==> src/rtl/fp32_uart_pkg.sv <==
// fp32_uart_pkg: FSM state encoding and shared constants for the fp32 UART TX scheduler.
package fp32_uart_pkg;
    typedef enum logic [1:0] {
        ST_IDLE = 2'd0,
        ST_HDR  = 2'd1,
        ST_SEND = 2'd2,
        ST_GAP  = 2'd3
    } state_e;
    localparam int BYTES_PER_WORD = 4;
    localparam logic [7:0] HDR_TAG = 8'hA0;
    localparam int BAUD_DIV = 434;
endpackage

==> src/rtl/fp32_uart_tx_sched_if.sv <==
// fp32_uart_tx_sched_if: requester and serializer signals of the fp32 UART TX scheduler.
interface fp32_uart_tx_sched_if #(
    parameter int N_REQ = 4
);
    logic [N_REQ-1:0]         req_valid_i;
    logic [32*N_REQ-1:0]      req_data_i;
    logic [N_REQ-1:0]         req_ready_o;
    logic [7:0]               tx_byte_o;
    logic                     tx_valid_o;
    logic                     tx_ready_i;
    logic [$clog2(N_REQ)-1:0] grant_id_o;
    logic                     busy_o;
    modport master (
        input  req_valid_i, req_data_i, tx_ready_i,
        output req_ready_o, tx_byte_o, tx_valid_o, grant_id_o, busy_o
    );
    modport slave (
        output req_valid_i, req_data_i, tx_ready_i,
        input  req_ready_o, tx_byte_o, tx_valid_o, grant_id_o, busy_o
    );
endinterface

==> src/rtl/fp32_rr_arb.sv <==
// fp32_rr_arb: combinational round-robin pick of the first request at or after ptr.
module fp32_rr_arb #(
    parameter int N_REQ = 4,
    localparam int IW = $clog2(N_REQ)
) (
    input  logic [N_REQ-1:0] req,
    input  logic [IW-1:0]    ptr,
    input  logic             en,
    output logic [N_REQ-1:0] gnt,
    output logic [IW-1:0]    id
);
    logic          hit;
    logic [IW-1:0] k;
    always_comb begin
        hit = 1'b0;
        id = '0;
        k = '0;
        for (int i = 0; i < N_REQ; i++) begin
            k = IW'((int'(ptr) + i) % N_REQ);
            if (en && !hit && req[k]) begin
                hit = 1'b1;
                id = k;
            end
        end
        gnt = hit ? N_REQ'(1) << id : '0;
    end
endmodule

==> src/rtl/fp32_uart_tx_sched.sv <==
// fp32_uart_tx_sched: round-robin shares one byte UART TX among N_REQ fp32 word sources.
// Define FP32_UART_TX_HEADER_EN to prefix each frame with an 8'hA0|grant_id header byte.
module fp32_uart_tx_sched
    import fp32_uart_pkg::*;
#(
    parameter int N_REQ      = 4,
    parameter int GAP_CYCLES = BAUD_DIV,
    parameter bit MSB_FIRST  = 1'b0
) (
    input logic                  clk_i,
    input logic                  rst_ni,
    fp32_uart_tx_sched_if.master bus
);
    localparam int IW = $clog2(N_REQ);
    localparam int GW = GAP_CYCLES > 0 ? $clog2(GAP_CYCLES + 1) : 1;
    localparam logic [1:0] IDLE = ST_IDLE, HDR = ST_HDR, SEND = ST_SEND, GAP = ST_GAP;
    localparam logic [1:0] LAST = 2'(BYTES_PER_WORD - 1);
    logic [1:0]       state, idx, sel;
    logic [GW-1:0]    gap_cnt;
    logic [31:0]      word;
    logic [IW-1:0]    ptr, gid, pick;
    logic [N_REQ-1:0] gnt;
    // Gating with rst_ni keeps the accept pulse low while reset is held.
    fp32_rr_arb #(.N_REQ(N_REQ)) u_arb (
        .req(bus.req_valid_i),
        .ptr(ptr),
        .en (state == IDLE && rst_ni),
        .gnt(gnt),
        .id (pick)
    );
    assign sel = MSB_FIRST ? LAST - idx : idx;
    assign bus.req_ready_o = gnt;
    assign bus.grant_id_o = gid;
    assign bus.busy_o = state != IDLE;
`ifdef FP32_UART_TX_HEADER_EN
    assign bus.tx_valid_o = state == SEND || state == HDR;
    assign bus.tx_byte_o = state == SEND ? word[8*sel +: 8] : state == HDR ? HDR_TAG | 8'(gid) : 8'h00;
`else
    assign bus.tx_valid_o = state == SEND;
    assign bus.tx_byte_o = state == SEND ? word[8*sel +: 8] : 8'h00;
`endif
    always_ff @(posedge clk_i or negedge rst_ni) begin
        if (!rst_ni) begin
            state <= IDLE;
            ptr <= '0;
            gid <= '0;
            idx <= '0;
            gap_cnt <= '0;
            word <= '0;
        end else begin
            case (state)
                IDLE: if (|gnt) begin
                    word <= bus.req_data_i[32*pick +: 32];
                    gid <= pick;
                    ptr <= pick == IW'(N_REQ - 1) ? '0 : pick + 1'b1;
                    idx <= '0;
`ifdef FP32_UART_TX_HEADER_EN
                    state <= HDR;
`else
                    state <= SEND;
`endif
                end
`ifdef FP32_UART_TX_HEADER_EN
                HDR: if (bus.tx_ready_i) state <= SEND;
`endif
                SEND: if (bus.tx_ready_i) begin
                    idx <= idx + 1'b1;
                    if (idx == LAST) state <= GAP_CYCLES == 0 ? IDLE : GAP;
                end
                GAP: if (gap_cnt == GW'(GAP_CYCLES - 1)) begin
                    gap_cnt <= '0;
                    state <= IDLE;
                end else begin
                    gap_cnt <= gap_cnt + 1'b1;
                end
                default: state <= IDLE;
            endcase
        end
    end
endmodule
==> src/flat_wrapper.sv <==
// flat-port wrapper written by rule: the top's interface ports become plain ports
module fp32_uart_tx_sched_flat import fp32_uart_pkg::*;
#(
    parameter int N_REQ      = 4,
    parameter int GAP_CYCLES = BAUD_DIV,
    parameter bit MSB_FIRST  = 1'b0
)
  (clk_i, rst_ni, bus_req_valid_i, bus_req_data_i, bus_tx_ready_i, bus_req_ready_o, bus_tx_byte_o, bus_tx_valid_o, bus_grant_id_o, bus_busy_o);
  fp32_uart_tx_sched_if #(.N_REQ(N_REQ)) bus_i ();
  input logic clk_i;
  input logic rst_ni;
  input wire logic [$bits(bus_i.req_valid_i)-1:0] bus_req_valid_i;
  input wire logic [$bits(bus_i.req_data_i)-1:0] bus_req_data_i;
  input wire logic [$bits(bus_i.tx_ready_i)-1:0] bus_tx_ready_i;
  output wire logic [$bits(bus_i.req_ready_o)-1:0] bus_req_ready_o;
  output wire logic [$bits(bus_i.tx_byte_o)-1:0] bus_tx_byte_o;
  output wire logic [$bits(bus_i.tx_valid_o)-1:0] bus_tx_valid_o;
  output wire logic [$bits(bus_i.grant_id_o)-1:0] bus_grant_id_o;
  output wire logic [$bits(bus_i.busy_o)-1:0] bus_busy_o;
  assign bus_i.req_valid_i = bus_req_valid_i;
  assign bus_i.req_data_i = bus_req_data_i;
  assign bus_i.tx_ready_i = bus_tx_ready_i;
  assign bus_req_ready_o = bus_i.req_ready_o;
  assign bus_tx_byte_o = bus_i.tx_byte_o;
  assign bus_tx_valid_o = bus_i.tx_valid_o;
  assign bus_grant_id_o = bus_i.grant_id_o;
  assign bus_busy_o = bus_i.busy_o;
  fp32_uart_tx_sched #(.N_REQ(N_REQ), .GAP_CYCLES(GAP_CYCLES), .MSB_FIRST(MSB_FIRST)) u_core (.clk_i(clk_i), .rst_ni(rst_ni), .bus(bus_i));
endmodule
==> config.mk <==
export PLATFORM = sky130hd
export DESIGN_NAME = fp32_uart_tx_sched_flat
export DESIGN_NICKNAME = d
export VERILOG_FILES = /design/src/rtl/fp32_uart_pkg.sv /design/src/rtl/fp32_uart_tx_sched_if.sv /design/src/rtl/fp32_rr_arb.sv /design/src/rtl/fp32_uart_tx_sched.sv /design/src/flat_wrapper.sv
export SDC_FILE = /design/constraint.sdc
export NUM_CORES = 1
export LEC_CHECK = 0
export ABC_AREA = 1
export ABC_CLOCK_PERIOD_IN_PS = 2200
export CAP_MARGIN = 20
export CORE_MARGIN = 2
export CORE_UTILIZATION = 47
export DETAILED_ROUTE_END_ITERATION = 7
export PLACE_DENSITY_LB_ADDON = 0.2
export SLEW_MARGIN = 20
export SYNTH_ARGS = -nofsm -noshare
export SYNTH_HDL_FRONTEND = slang
export SYNTH_SLANG_ARGS = --single-unit
==> constraint.sdc <==
create_clock -name clk_i -period 2.2 [get_ports clk_i]
set_input_delay 0.22 -clock clk_i [delete_from_list [all_inputs] [get_ports clk_i]]
set_output_delay 0.22 -clock clk_i [all_outputs]
set_load 0.01 [all_outputs]
# Word-level counts from Yosys, hierarchy flattened
# Index checks and enable logic that the tools add are counted.
[totals] reg_bits=49 output_inout_bits=16 inputBits=135 word_cells=74
[classes] n_shift=3 eq_ne=9 muxes=28 reduce_logical=18 n_addsub=6 n_lt_le_gt_ge=4
[ops] cell="128-bit by 8-bit indexed part select with 32-bit output" n=1
[ops] cell="32-bit by 6-bit indexed part select with 8-bit output" n=1
[ops] cell="2-bit two-way mux" n=11
[ops] cell="2-bit by 3-bit less-than comparator with 1-bit output, second input constant" n=4
[ops] cell="9-bit by 1-bit adder with 9-bit output, second input constant" n=1
[ops] cell="9-bit == test, second input constant" n=1
[ops] cell="9-bit two-way mux" n=1
[ops] cell="1-bit binary-select mux with 2-bit select" n=4
[ops] cell="2-bit == test, second input constant" n=4
[ops] cell="1-bit logical AND" n=8
[ops] cell="1-bit two-way mux" n=8
[ops] cell="8-bit two-way mux" n=1
[ops] cell="2-bit by 1-bit adder with 2-bit output, second input constant" n=3
[ops] cell="2-bit case mux with 3 select lines" n=1
[ops] cell="2-bit adder, second input constant" n=2
[ops] cell="4-bit two-way mux" n=1
[ops] cell="2-bit by 1-bit inequality test with 1-bit output, second input constant" n=2
[ops] cell="2-bit inequality test, second input constant" n=2
[ops] cell="2-bit case mux with 2 select lines" n=1
[ops] cell="4-bit AND reduction" n=1
[ops] cell="2-bit nonzero test" n=2
[ops] cell="4-bit OR reduction" n=1
[ops] cell="1-bit by 2-bit << shifter with 4-bit output, first input constant" n=1
[ops] cell="1-bit zero test" n=3
[ops] cell="other kinds (3)" n=3

# Logic depth before layout (Yosys ltp)
[depth] ltp_word=21 depth_mapped=16 mapped_depth_nobuf=14

# Cells and area by module
# A second synthesis with hierarchy kept.
[hier_totals] hier_cells=619 area_unflattened_um2=3791.1
[modules_own_cells] mod="fp32_uart_tx_sched" area_per_inst_um2=3413.3 cells_per_inst=546 seq_area_each_um2=1226.2 instances=1
[modules_own_cells] mod="fp32_rr_arb" area_per_inst_um2=377.9 cells_per_inst=73 seq_area_each_um2=0.0 instances=1

# Least setup slack after synthesis
# Ideal clock, no wire load.
[synth_timing] path_type="register -> register" from="reg u_core.ptr[0]" to="reg u_core.ptr[1]" required_time_ns=2.074 path_stages_with_launch=16 path_slack_ns=0.147 n_path_buf=2 arrival_ns=1.927 synth_period_minus_slack_ns=2.053 setup_ns=0.126 cell_sequence="dfrtp_1 -> buf_6 -> inv_12 -> nand2_2 -> nand2_2 -> nand2_2 -> nand2_4 -> nand4_4 -> nor2_4 -> nand2_2 -> nand2_2 -> buf_4 -> inv_1 -> ha_1 -> nand2_1 -> o21ai_0"
[synth_via] elab_chain_cells=20 elab_cells_between_ends=36 cone_classes="add/sub: 4; eq/ne: 1; shift: 1; mux: 18; reduce/logical: 12"
[synth_lines] item="start, declared" line_no="fp32_uart_tx_sched.sv:21" source="logic [IW-1:0] ptr, gid, pick;"
[synth_lines] item="start signal, assigned" line_no="fp32_uart_tx_sched.sv:55" source="ptr <= pick == IW'(N_REQ - 1) ? '0 : pick + 1'b1;"
[synth_lines] item="1-bit binary-select mux with 2-bit select" line_no="fp32_rr_arb.sv:20" source="if (en && !hit && req[k]) begin"
[synth_lines] item="1-bit two-way mux (not written as such)" line_no="fp32_rr_arb.sv:20"
[synth_lines] item="1-bit logical AND" line_no="fp32_rr_arb.sv:20"
[synth_lines] item="1-bit two-way mux" line_no="fp32_rr_arb.sv:20"
[synth_lines] item="1-bit zero test" line_no="fp32_rr_arb.sv:20"
[synth_lines] item="1-bit logical AND (2 in series)" line_no="fp32_rr_arb.sv:20"
[synth_lines] item="1-bit two-way mux" line_no="fp32_rr_arb.sv:20"
[synth_lines] item="1-bit zero test" line_no="fp32_rr_arb.sv:20"
[synth_lines] item="1-bit logical AND (2 in series)" line_no="fp32_rr_arb.sv:20"
[synth_lines] item="1-bit two-way mux" line_no="fp32_rr_arb.sv:20"
[synth_lines] item="1-bit zero test" line_no="fp32_rr_arb.sv:20"
[synth_lines] item="1-bit logical AND (2 in series)" line_no="fp32_rr_arb.sv:20"
[synth_lines] item="2-bit two-way mux" line_no="fp32_rr_arb.sv:20"
[synth_lines] item="1-bit by 2-bit << shifter with 4-bit output" line_no="fp32_rr_arb.sv:25" source="gnt = hit ? N_REQ'(1) << id : '0;"
[synth_lines] item="4-bit two-way mux" line_no="fp32_rr_arb.sv:25"
[synth_lines] item="4-bit OR reduction" line_no="fp32_uart_tx_sched.sv:52" source="IDLE: if (|gnt) begin"
[synth_lines] item="2-bit AND reduction (no source line)"
# Several ways; a longest one is shown, not always the timed one. The select of a mux whose other input is x is not followed.
# A chain may end at the register's enable or synchronous reset.

# Final worst setup path
[layout_timing] from="reg u_core.ptr[0]" to="out bus_req_ready_o[2]"
[layout_via] elab_chain_cells=18 elab_cells_between_ends=31 cone_classes="add/sub: 3; shift: 1; mux: 17; reduce/logical: 10"
[layout_lines] item="1-bit binary-select mux with 2-bit select" line_no="fp32_rr_arb.sv:20"
[layout_lines] item="1-bit two-way mux (not written as such)" line_no="fp32_rr_arb.sv:20"
[layout_lines] item="1-bit logical AND" line_no="fp32_rr_arb.sv:20"
[layout_lines] item="1-bit two-way mux" line_no="fp32_rr_arb.sv:20"
[layout_lines] item="1-bit zero test" line_no="fp32_rr_arb.sv:20"
[layout_lines] item="1-bit logical AND (2 in series)" line_no="fp32_rr_arb.sv:20"
[layout_lines] item="1-bit two-way mux" line_no="fp32_rr_arb.sv:20"
[layout_lines] item="1-bit zero test" line_no="fp32_rr_arb.sv:20"
[layout_lines] item="1-bit logical AND (2 in series)" line_no="fp32_rr_arb.sv:20"
[layout_lines] item="1-bit two-way mux" line_no="fp32_rr_arb.sv:20"
[layout_lines] item="1-bit zero test" line_no="fp32_rr_arb.sv:20"
[layout_lines] item="1-bit logical AND (2 in series)" line_no="fp32_rr_arb.sv:20"
[layout_lines] item="2-bit two-way mux" line_no="fp32_rr_arb.sv:20"
[layout_lines] item="1-bit by 2-bit << shifter with 4-bit output" line_no="fp32_rr_arb.sv:25"
[layout_lines] item="4-bit two-way mux (*)" line_no="fp32_rr_arb.sv:25"
[layout_lines] item="end, declared" line_no="flat_wrapper.sv:15" source="output wire logic [$bits(bus_i.req_ready_o)-1:0] bus_req_ready_o;"
# Mark *: on every way between the ends. The rest lies on a longest branch, timed or not. The select of a mux whose other input is x is not followed.

==> impl_metrics.tcl <==
set metrics [dict create \
    synth-edff-count 0 \
    multi_input_area_um2 2620 \
    fin_hold_ws_ns 0.0531 \
    synth.avg_cell_area_um2 6.10 \
    layout_worst_path_cycle_share_pct 109 \
    crit_arrival_ns 2.17 \
    cts_buffer_depth 2 \
    drtIter0Drc 288 \
    gp_congestion 0.883 \
    fmax_ghz 0.418 \
    routedWlPerCell_um 13.7 \
    synth_xor_area_share_pct 0.771 \
    hpwl_mm 10.0 \
    synth_mux_area_share_pct 0 \
    fp-row-count 35 \
    layout_common_cells "nand2_1 (182), nand3_1 (159), inv_1 (148)" \
    layout_commonest_cell "nand2_1" \
    worstSetupPathType "reg2out" \
    min_period_ns 2.39 \
    irDropWorstVdd_mv 0.900 \
    synth.distinct_cells 36 \
    synth_ff_type "dfrtp_1" \
    maxCapViolCount 0 \
    cp-end-kind "primary output" \
    path_max_fanout 5 \
    final_core_util_pct 72.4 \
    seq_area_frac_synth_pct 27.0 \
    htree_levels 2 \
    grt_pass1_wl_mm 22.9 \
    p_leak_nw 3.73 \
    start_kind "register" \
    io_buffer_count 150 \
    die_h_um 102 \
    slowest_delay_ns 0.45 \
    seq_area_um2 1230 \
    rsz0062_at_grt "yes" \
    first_global_vias 5005 \
    tritoncts "yes" \
    layout.nets 1051 \
    cp_common_cell "nand2_2" \
    syn_area_um2 4540 \
    syn-num-nets 885 \
    clk_pin_slew_ns 0.11 \
    cts-buffers-inserted 5 \
    yosys.area_share.adder_pct 1.38 \
    vias 5284 \
    cts-root-buf "clkbuf_8" \
    antennaDiodeCount 0 \
    ys_warn_count 0 \
    die_w_um 102 \
    setup_ws_ns -0.191 \
    crit_required_ns 1.98 \
    timing.slew.headroom_pct 56.8 \
    grt_max_degree 65 \
    drt-pass1-iter-count 5 \
    ys_ff_latch 49 \
    worst_pin_slew_ns 0.648 \
    fillers 791 \
    start_util_pct 48.7 \
    p_per_area_nw_per_um2 1110 \
    drive_gt1_share_pct 15.2 \
    clock_skew_ns 0.0134 \
    antenna_found_initial 0 \
    globalRouteOverflowTotal 0 \
    synth-simple-area-share_pct 45.8 \
    final_max_slew_viol_count 0 \
    crit_chain "buf_12 > nand2_1 > nand2_4 > buf_4 > nand2_1 > nand2_2 > nor2_4 > nand2_2 > nand2_2 > inv_4 > ha_4 > nand2_2 > inv_2 > buf_6" \
    power_mw 7.52 \
    synth_top_family_by_area "simple AND/OR/NAND/NOR gates" \
    core_area_um2 9330 \
    setup_viol 36 \
    vias_per_cell 5.08 \
    clock_sinks 49 \
    pin_count 151 \
    hold_class "in2async" \
    postRouteAntennaNets 0 \
    routed_wl_mm 14.3 \
    synth-async-reset-ratio_pct 100 \
    clk_latency_ns 0.32 \
    dieArea_um2 10500 \
    synth_compound_area_share_pct 5.32 \
    hold_viol_final 0 \
    drc 0 \
    area_growth_pct 48.8 \
    cp_slowest_cell "dfrtp_2" \
    status "complete, but fails checks" \
    violations "negative setup slack" \
    track_usage_pct 27.0 \
    cts_hold_buf 0 \
    syn_inst 745 \
]
==> flip-flops by register name, summed over array words and instances (netlist names) <==
register and flops:
u_core.state 2, u_core.idx 2, u_core.ptr 2, u_core.bus.grant_id_o 2, u_core.word 32, u_core.gap_cnt 9
==> through the flow <==
step / instance area, um2 / instances / setup TNS (ns) / setup WS [ns]
3_3_place_gp: 6170 / 1014 / -8.74 / -0.337
2_1_floorplan: 4540 / 745 / 0 / 0.147
4_1_cts: 6530 / 1034 / -2.61 / -0.162
5_1_grt: 6760 / 1041 / -6.80 / -0.260
3_5_place_dp: 6170 / 1014 / -12.00 / -0.402
6_report: 6760 / 1041 / -2.57 / -0.191
==> cell type report <==
cell class	instances	share of cell area, %
inverter	158	9.15
sequential	49	18.2
timing repair buffer	200	30.1
multi-input combinational	497	38.8
clock buffer	5	1.02
tap	129	2.39
clock inverter	3	0.426
==> final timing paths <==
path / startpoint / endpoint / slack [ns] / depth (start not counted)
worst max register to register: u_core.ptr[0] / u_core.word[24] / -0.09 / 16
min in group clk_i: u_core.word[1] / u_core.word[1] / 0.49 / 2
worst max-delay path: u_core.ptr[0] / bus_req_ready_o[2] / -0.19 / 14
worst min-delay path: rst_ni / u_core.word[9] / 0.05 / 2
worst min register to register: u_core.word[1] / u_core.word[1] / 0.49 / 2
max in group asynchronous: rst_ni / u_core.ptr[0] / 1.68 / 2
==> repair_timing <==
action / 4_1_cts / 5_1_grt
pin swaps: 15 / 20
gates resized for setup: 58 / 45
setup endpoints to repair: 46 / 45
cloned: 2 / 0
buffers inserted: 11 / 7
==> worst max-delay path, delay by kind of cell, from the launching register on <==
| kind | cells | cell delay (ns) |
|---|---|---|
| buffers and inverters | 5 | 0.50 |
| adder cells (fa/ha/maj) | 1 | 0.16 |
| flip-flops | 1 | 0.45 |
| AND/OR/NAND/NOR | 8 | 0.74 |
==> cell usage after synthesis, types with 2 or more instances <==
library cell,count,area [um2]
buf_2,13,65.1
clkbuf_1,8,30.0
o21ai_1,3,15.0
nand2_1,200,751
nand4_1,2,12.5
o21ai_0,22,110
o22ai_1,2,12.5
nand3_2,14,140
buf_4,9,67.6
a21oi_1,11,55.1
nor2_1,43,161
dfrtp_1,49,1230
inv_1,154,578
nand2_4,3,33.8
o211ai_1,2,15.0
ha_1,5,62.6
nor2_4,4,45.0
buf_6,11,124
nand3_1,160,801
xor2_1,3,26.3
nand2_2,12,75.1
==> logic make-up after synthesis <==
logic type,after synthesis
buf+inv,199
simple gates,444
compound gates,44
flops,49
xor+xnor,4
fa+ha+maj,5
==> where the power goes <==
part	internal (mW)	total, mW	switching [mW]
sequential	1.30	1.57	0.272
clock	0.239	0.589	0.350
combinational	2.26	5.36	3.11
==> per-layer routing <==
| layer | GRT usage (%) | vias up | wire [um] |
|---|---|---|---|
| li1 | - | 2626 | - |
| met1 | 37.2 | 2415 | 6170 |
| met2 | 44.6 | 212 | 6960 |
| met3 | 2.87 | 31 | 751 |
| met4 | 8.72 | 0 | 404 |
| met5 | 0 | - | 0 |
No activity file was read; power rests on OpenSTA's default activity.
